[src/rtl/hash_window_feeder_pkg.sv]
// Shared defaults and helpers for the hash-compute window feeder.
// The defaults mirror the engine-wide issue width, hash cover and address width.
package hash_window_feeder_pkg;

  localparam int DEF_ISSUE_W     = 16;
  localparam int DEF_COVER_BYTES = 4;
  localparam int DEF_ADDR_W      = 32;

  // A window holds one beat plus the lookahead needed by the last hash position.
  function automatic int window_bytes(input int issue_w, input int cover_bytes);
    return issue_w + cover_bytes - 1;
  endfunction

endpackage

[src/rtl/hash_window_feeder.sv]
// Turns a flat byte stream into overlapping hash windows, borrowing lookahead
// bytes from the next beat and zero-padding the final window of each block.
module hash_window_feeder
  import hash_window_feeder_pkg::*;
#(
  parameter int ISSUE_W     = DEF_ISSUE_W,
  parameter int COVER_BYTES = DEF_COVER_BYTES,
  parameter int ADDR_W      = DEF_ADDR_W
) (
  input  logic                                   clk,
  input  logic                                   rst_n,
  input  logic                                   in_valid,
  input  logic [ISSUE_W*8-1:0]                   in_data,
  input  logic                                   in_last,
  output logic                                   in_ready,
  output logic                                   output_valid,
  output logic [ADDR_W-1:0]                      output_head_addr,
  output logic [(ISSUE_W+COVER_BYTES-1)*8-1:0]   output_data,
  output logic                                   output_delim,
  input  logic                                   output_ready
);

  localparam int BEAT_W = ISSUE_W * 8;
  localparam int WIN_W  = window_bytes(ISSUE_W, COVER_BYTES) * 8;
  localparam int LA_W   = (COVER_BYTES - 1) * 8;

  typedef enum logic [1:0] {
    EMPTY = 2'd0,
    HOLD  = 2'd1,
    FLUSH = 2'd2
  } state_t;

  state_t              state;
  logic [BEAT_W-1:0]   h_data;
  logic [ADDR_W-1:0]   h_addr;
  logic [ADDR_W-1:0]   addr_cnt;

  logic                o_free;
  logic                accept;
  logic                load_cont;
  logic                load_flush;
  logic [WIN_W-1:0]    win_cont;
  logic [WIN_W-1:0]    win_flush;

  assign o_free = ~output_valid | output_ready;

  // NOTE: every always_comb output gets a default first so no path can infer a latch.
  always_comb begin
    in_ready = 1'b0;
    unique case (state)
      EMPTY:   in_ready = 1'b1;
      HOLD:    in_ready = o_free;
      FLUSH:   in_ready = 1'b0;
      default: in_ready = 1'b0;
    endcase
  end

  assign accept     = in_valid & in_ready;
  assign load_cont  = (state == HOLD) & accept;
  assign load_flush = (state == FLUSH) & o_free;

  // With a one-byte cover there is no lookahead and the window is the beat itself.
  generate
    if (COVER_BYTES > 1) begin : g_lookahead
      assign win_cont = {in_data[LA_W-1:0], h_data};
    end else begin : g_no_lookahead
      assign win_cont = h_data;
    end
  endgenerate

  assign win_flush = WIN_W'(h_data);

  // NOTE: sequential state uses non-blocking assignments so every flop samples pre-edge values.
  always_ff @(posedge clk or negedge rst_n) begin
    if (!rst_n) begin
      state            <= EMPTY;
      output_valid     <= 1'b0;
      output_head_addr <= '0;
      output_delim     <= 1'b0;
      addr_cnt         <= '0;
    end else begin
      if (output_ready) output_valid <= 1'b0;
      if (accept) addr_cnt <= addr_cnt + ADDR_W'(ISSUE_W);

      unique case (state)
        EMPTY: begin
          if (accept) state <= in_last ? FLUSH : HOLD;
        end
        HOLD: begin
          // Accept here implies O is free, so the new window may overwrite it.
          if (accept) begin
            output_valid     <= 1'b1;
            output_head_addr <= h_addr;
            output_delim     <= 1'b0;
            state            <= in_last ? FLUSH : HOLD;
          end
        end
        FLUSH: begin
          if (o_free) begin
            output_valid     <= 1'b1;
            output_head_addr <= h_addr;
            output_delim     <= 1'b1;
            state            <= EMPTY;
          end
        end
        default: state <= EMPTY;
      endcase
    end
  end

  // NOTE: payload registers carry no reset; their contents only matter behind a valid flag.
  always_ff @(posedge clk) begin
    if (accept) begin
      h_data <= in_data;
      h_addr <= addr_cnt;
    end
    if (load_cont) begin
      output_data <= win_cont;
    end else if (load_flush) begin
      output_data <= win_flush;
    end
  end

endmodule

[config.mk]
export PLATFORM = sky130hd
export DESIGN_NAME = hash_window_feeder
export DESIGN_NICKNAME = d
export VERILOG_FILES = /design/src/rtl/hash_window_feeder_pkg.sv /design/src/rtl/hash_window_feeder.sv
export SDC_FILE = /design/constraint.sdc
export NUM_CORES = 1
export LEC_CHECK = 0
export ABC_AREA = 1
export CORE_ASPECT_RATIO = 0.9
export CORE_MARGIN = 8
export CORE_UTILIZATION = 25
export DETAILED_ROUTE_END_ITERATION = 6
export GPL_TIMING_DRIVEN = 1
export PLACE_DENSITY = 0.51
export RECOVER_POWER = 50
export SYNTH_ARGS = -nofsm -noshare
export SYNTH_HDL_FRONTEND = slang
export SYNTH_SLANG_ARGS = --single-unit
[constraint.sdc]
create_clock -name clk -period 14.7 [get_ports clk]
set_input_delay 2.205 -clock clk [delete_from_list [all_inputs] [get_ports clk]]
set_output_delay 2.205 -clock clk [all_outputs]
set_load 0.01 [all_outputs]
==> flow_summary.json, run 1 <==
{
  "holdCritStartpoint": "h_data[0]",
  "crit_top_cell": "nand2_1",
  "yosys_most_used_dff": "edfxtp_1",
  "fin_setup_tns_ps": 0,
  "dp_slack_ps": 8620,
  "cp-end-kind": "flop",
  "drt_iter0_drc": 460,
  "fin_nets": 1235,
  "synth_edf_count": 308,
  "synth_area_leaders": "edfxtp_1 74%, dfrtp_1 12%, nand2_1 4.7%",
  "yosys_warnings": 0,
  "p_leak_nw": 6.61,
  "maxCapViolCount": 1,
  "synth_simple_gate_area_share_pct": 9.53,
  "cts_max_level": 2,
  "grt_usage_pct": 11.0,
  "fmax_mhz": 166,
  "cts_tree": "built",
  "report.final.slew_viol_count": 61,
  "synth_top_family_by_area": "simple AND/OR/NAND/NOR gates",
  "skew_ps": 11.7,
  "fillers": 4672,
  "die_x_um": 252,
  "slowest_stage": "nand2_1",
  "coreArea_um2": 49200,
  "worstSetupStartpointType": "input pin",
  "timing.rr.start": "state[0]",
  "r2r_slack_ps": 10330,
  "drtPass1Iterations": 4,
  "required_ps": 15130,
  "final_common_cell": "edfxtp_1",
  "cp_max_fo": 30,
  "multiInputGateArea_um2": 1370,
  "viasPerCell": 3.92,
  "synth_compound_gate_area_share_pct": 0.380,
  "syn2layout_area_growth_pct": 41.9,
  "setup-violations-final": 0,
  "clock-sinks": 368,
  "drive_above_1_share_pct": 6.28,
  "reg2reg_to": "output_head_addr[17]",
  "postCtsSetupBuffers": 0,
  "seq_area_um2": 10800,
  "failed_checks": "capacitance limit, slew limit",
  "synth_seq_cells": 368,
  "ys_seq_area_share_pct": 86.0,
  "dp.cells": 1726,
  "yosysTopAreaCell": "edfxtp_1",
  "wire_per_inst_um": 17.9,
  "drt-total-wl_um": 32400,
  "syn_inst": 750,
  "cp.arrival_ps": 6450,
  "power.density_nw_per_um2": 192,
  "cts_buffer_depth": 3,
  "route.detailed.drc": 0,
  "clk_latency_ps": 550,
  "ant_nets": 0,
  "dpl.hpwl_um": 22800,
  "critPathKind": "in2reg",
  "numPortBuffers": 315,
  "run_status": "complete, but fails checks",
  "synth-async-reset-ratio_pct": 16.3,
  "synth-adder-area-share_pct": 0.400,
  "setup_slack_ps": 8680,
  "vias": 7086,
  "synth_mux_area_share_pct": 0,
  "grt_pass1_wl_um": 47600,
  "grt_max_degree": 111,
  "layout_min_cycle_time_ps": 6020,
  "yosysUniqueCellTypes": 29,
  "fin_crit_sh_pct": 41.0,
  "die_h_um": 228,
  "finalHoldViolations": 0,
  "place_congestion": 0.761,
  "final_cell_count_no_fill": 1808,
  "cts_buffers": 41,
  "root_buffer": "clkbuf_16",
  "placementRows": 77,
  "grt_overflow": 0,
  "antenna_found_initial": 6,
  "cpPeakStageDelay_ps": 1260,
  "hold_buffers": 0,
  "worstHoldEndpoint": "output_data[0]",
  "start_util_pct": 25.4,
  "ios": 320,
  "cp_cell_sequence": "dlygate4sd3_1 > inv_1 > nand2_1 > nand2_1 > nand2_1 > nand3_1 > nand2_1 > nand2_1 > nand2_1 > nand2_1",
  "ff2ff_path_depth": 9,
  "synth_xor_area_share_pct": 0.691,
  "most-common-layout-cells": "308 x edfxtp_1, 206 x dlygate4sd3_1, 156 x nand2_1",
  "vdd_drop_max_mv": 0.101,
  "die-area_um2": 57400,
  "synth_top_area_share_pct": 74.0,
  "synth.cell_area_um2": 12500,
  "post_cts_resize_count": 0,
  "rsz0062_at_grt": "false",
  "worstHoldPathCells": 0,
  "hold_path_class": "reg2reg",
  "clk_pin_slew_worst_paths_ps": 60,
  "grt_pass1_vias": 7186,
  "maxSlewHeadroom_pct": -128,
  "synth.avg_cell_area_um2": 16.7,
  "tightest_slew_ps": 3420
}
## cell type report
cell class              instances  share of cell area [%]
flip-flops and latches        368                    60.6
repair buffers                320                    17.9
multi-input cells             303                    7.72
clock buffers                  54                    6.29
well taps                     671                    4.73
inverters                      64                    1.38
clock inverters                22                    1.23
diodes                          6                  0.0847
## layer usage
layer / vias up / part of all wire (%) / global-route usage [%]
met1: 3442 / 41 / 13.4
li1: 3315 / - / -
met3: 52 / 10 / 4.25
met4: 4 / 2.5 / 3.89
met2: 273 / 46 / 17.6
met5: - / 0.083 / 0
## Yosys cell counts, types with 3 or more instances
| cell type | instances |
|---|---|
| buf_4 | 7 |
| buf_6 | 3 |
| clkbuf_1 | 3 |
| dfrtp_1 | 60 |
| edfxtp_1 | 308 |
| ha_1 | 4 |
| inv_1 | 62 |
| nand2_1 | 155 |
| nand2_2 | 3 |
| nand3_1 | 42 |
| nand3_2 | 3 |
| nand3b_1 | 5 |
| nand4_1 | 13 |
| nor2_1 | 53 |
| o21ai_0 | 6 |
| xor2_1 | 6 |
## worst max-delay path, delay by kind of cell
family	cells	cell delay (ps)
buffers and inverters	2	580
and+or+nand+nor	8	3630
## where the power goes
part	switching, W	leakage [nW]	internal [W]
Clock	0.000412	0.651	0.000594
Sequential	0.0000938	3.70	0.00153
Combinational	0.000466	2.26	0.000308
## through the flow
stage | utilization [%] | hold WS (ps) | area, µm² | power (W)
2_1_floorplan | - | 400 | 12500 | 0.00207
3_3_place_gp | 33.4 | 400 | 16400 | 0.00247
3_5_place_dp | 33.4 | 405 | 16400 | 0.00249
4_1_cts | 36.1 | 407 | 17800 | 0.00352
5_1_grt | 36.0 | 418 | 17700 | 0.00359
6_report | 36.0 | 412 | 17700 | 0.00341
## state kept, by name (all words and copies together) (netlist names)
name              flops
output_head_addr     28
output_delim          1
h_data              128
h_addr               28
output_valid          1
addr_cnt             28
state                 2
output_data         152
## cells by family after synthesis
family / Yosys count
DFF: 368
other: 1
xor gates and xnor gates: 9
and+or+nand+nor: 277
adders and majority gates: 4
buffers and inverters: 82
AOI/OAI and AO/OA: 9
## how the worst max path moves through the flow
stage	cells past startpoint	end	slack, ps	startpoint
floorplan	4	output_data[0]	880	output_ready
global placement	10	output_delim	8770	output_ready
detailed placement	10	output_head_addr[31]	8620	output_ready
CTS	6	in_ready	8980	output_ready
global route	10	output_delim	8060	output_ready
finish	10	output_head_addr[17]	8680	output_ready
Note: power is estimated with default switching activity, not from simulation.
==> run 2, diff against run 1 <==
==> constraint.sdc (replaced) <==
create_clock -name clk -period 5.99 [get_ports clk]
set_input_delay 0.8985 -clock clk [delete_from_list [all_inputs] [get_ports clk]]
set_output_delay 0.8985 -clock clk [all_outputs]
set_load 0.01 [all_outputs]
==> flow_summary.json, run 2 (synthesis gave the netlist of run 1 again) <==
{
  "pwr-share-clk_pct": 28.2,
  "viasPerCell": 3.94,
  "coreArea_um2": 49200,
  "ant_nets": 0,
  "drt_iter0_drc": 371,
  "postCtsSetupBuffers": 0,
  "start_util_pct": 25.4,
  "place_congestion": 0.745,
  "dpl.hpwl_um": 22800,
  "finalHoldViolations": 0,
  "grt_usage_pct": 11.0,
  "final_cell_area_um2": 17700,
  "vdd_drop_max_mv": 0.384,
  "seqPwrFrac_pct": 48.6,
  "post_cts_resize_count": 0,
  "placementRows": 77,
  "grt_max_degree": 153,
  "final_cell_count_no_fill": 1802,
  "cp.arrival_ps": 4270,
  "grt_pass1_vias": 7266,
  "reg.largest.list": "output_data: 152 flops, h_data: 128 flops",
  "clk_latency_ps": 570,
  "clk_pin_slew_worst_paths_ps": 60,
  "hold_buffers": 0,
  "drtPass1Iterations": 4,
  "wire_per_inst_um": 18.0,
  "required_ps": 6420,
  "die_x_um": 252,
  "cp-end-kind": "flop",
  "fillers": 4716,
  "cp_cell_sequence": "dlygate4sd3_1 > clkinv_1 > nand2_1 > nand2_1 > nand2_1 > nand3_1 > nand2_1 > buf_4 > nand2_1 > nand2_1 > nand2_1",
  "fin_crit_sh_pct": 64.1,
  "grt_overflow": 0,
  "cp_max_fo": 30,
  "tightest_slew_ps": 3450,
  "critPathKind": "in2reg",
  "final_common_cell": "edfxtp_1",
  "switchingPower_w": 0.00238,
  "failed_checks": "capacitance limit, slew limit",
  "hold_path_class": "reg2reg",
  "critPathBufInv": 3,
  "worstSetupStartpointType": "input pin",
  "p_leak_nw": 6.56,
  "maxCapViolCount": 1,
  "fin_setup_tns_ps": 0,
  "drive_above_1_share_pct": 5.59,
  "most-common-layout-cells": "308 x edfxtp_1, 206 x dlygate4sd3_1, 157 x nand2_1",
  "maxSlewHeadroom_pct": -130,
  "slowest_stage": "nand3_1",
  "cpPeakStageDelay_ps": 920,
  "die-area_um2": 57400,
  "ios": 320,
  "report.final.slew_viol_count": 61,
  "drt-total-wl_um": 32400,
  "seq_area_um2": 10800,
  "numPortBuffers": 315,
  "root_buffer": "clkbuf_16",
  "setup-violations-final": 0,
  "fmax_mhz": 260,
  "regMostFlops": "output_data",
  "syn2layout_area_growth_pct": 41.3,
  "dpl_cell_area_um2": 16400,
  "power.density_nw_per_um2": 465,
  "largest_reg_flops": 152,
  "die_h_um": 228,
  "fin_nets": 1234,
  "skew_ps": 14.9,
  "cts_max_level": 2,
  "crit_family": "simple AND/OR/NAND/NOR gates",
  "cts_buffers": 41,
  "combPwrFrac_pct": 23.1,
  "crit_top_cell": "nand2_1",
  "clock-sinks": 368,
  "vias": 7108,
  "antenna_found_initial": 13,
  "cts_tree": "built",
  "layout_min_cycle_time_ps": 3840,
  "run_status": "complete, but fails checks",
  "sw_frac_of_total_pct": 28.9,
  "route.detailed.drc": 0,
  "multiInputGateArea_um2": 1370,
  "grt_pass1_wl_um": 47700,
  "whs_ps": 403,
  "dp.cells": 1725,
  "rsz0062_at_grt": "false",
  "p_int_w": 0.00584,
  "cts_buffer_depth": 3
}
==> run 2: cell types whose count changed in the layout (fill, tap and decap cells not counted), sizes merged <==
cell | previous run | this run
clkbuf | 55 | 57
buf | 5 | 4
clkinvlp | 2 | 1
bufinv | 3 | 0
inv | 67 | 64
diode | 6 | 4
clkinv | 14 | 16
==> run 2: metal layers <==
layer | track usage, % | wire length [µm]
met3 | 4.71 | 3540
met2 | 18.2 | 15200
met5 | 0 | 97
met4 | 4.13 | 950
met1 | 12.6 | 12600
==> run 2: power by group through the flow <==
stage	Combinational [W]	Clock, W	Sequential [W]
floorplan	0.000627	0	0.00429
global placement	0.00203	0	0.00405
detailed placement	0.00205	0	0.00407
CTS	0.00205	0.00241	0.00402
global route	0.00208	0.00250	0.00407
finish	0.00190	0.00232	0.00400
==> run 2: worst register-to-register path, stage by stage, from the launching register on <==
cell     delay [ps]
dfrtp_1         390
inv_1           110
ha_1            160
inv_1            70
nand2_1          90
nand3_1         920
nand2_1         290
buf_4           340
nand2_1         670
nand2_1         250
nand2_1          70
==> run 2: area by class of cell <==
class | count | share of cell area (%)
Inverter | 64 | 1.39
Clock buffer | 56 | 6.30
Antenna cell | 4 | 0.0567
Clock inverter | 17 | 0.758
Timing Repair Buffer | 319 | 18.1
Tap cell | 671 | 4.75
Sequential cell | 368 | 60.9
Multi-Input combinational cell | 303 | 7.74
==> run 2: path summary, 6_finish.rpt <==
kind	to	slack (ps)	startpoint	cells past startpoint
hold / removal	output_data[23]	400	h_data[23]	0
min in group asynchronous	addr_cnt[20]	1610	rst_n	2
setup / recovery	output_head_addr[7]	2150	output_ready	11
max in group asynchronous	output_head_addr[5]	2440	rst_n	2
hold reg to reg	output_data[23]	400	h_data[23]	0
setup reg to reg	output_head_addr[7]	2510	state[0]	10
==> run 2: metrics by stage <==
step                total power [W]  setup WS (ps)  utilization [%]
CTS                         0.00849           2650             35.9
floorplan                   0.00491            522                -
detailed placement          0.00612           2070             33.4
global route                0.00866           1710             35.9
global placement            0.00608           2100             33.4
finish                      0.00822           2150             35.9
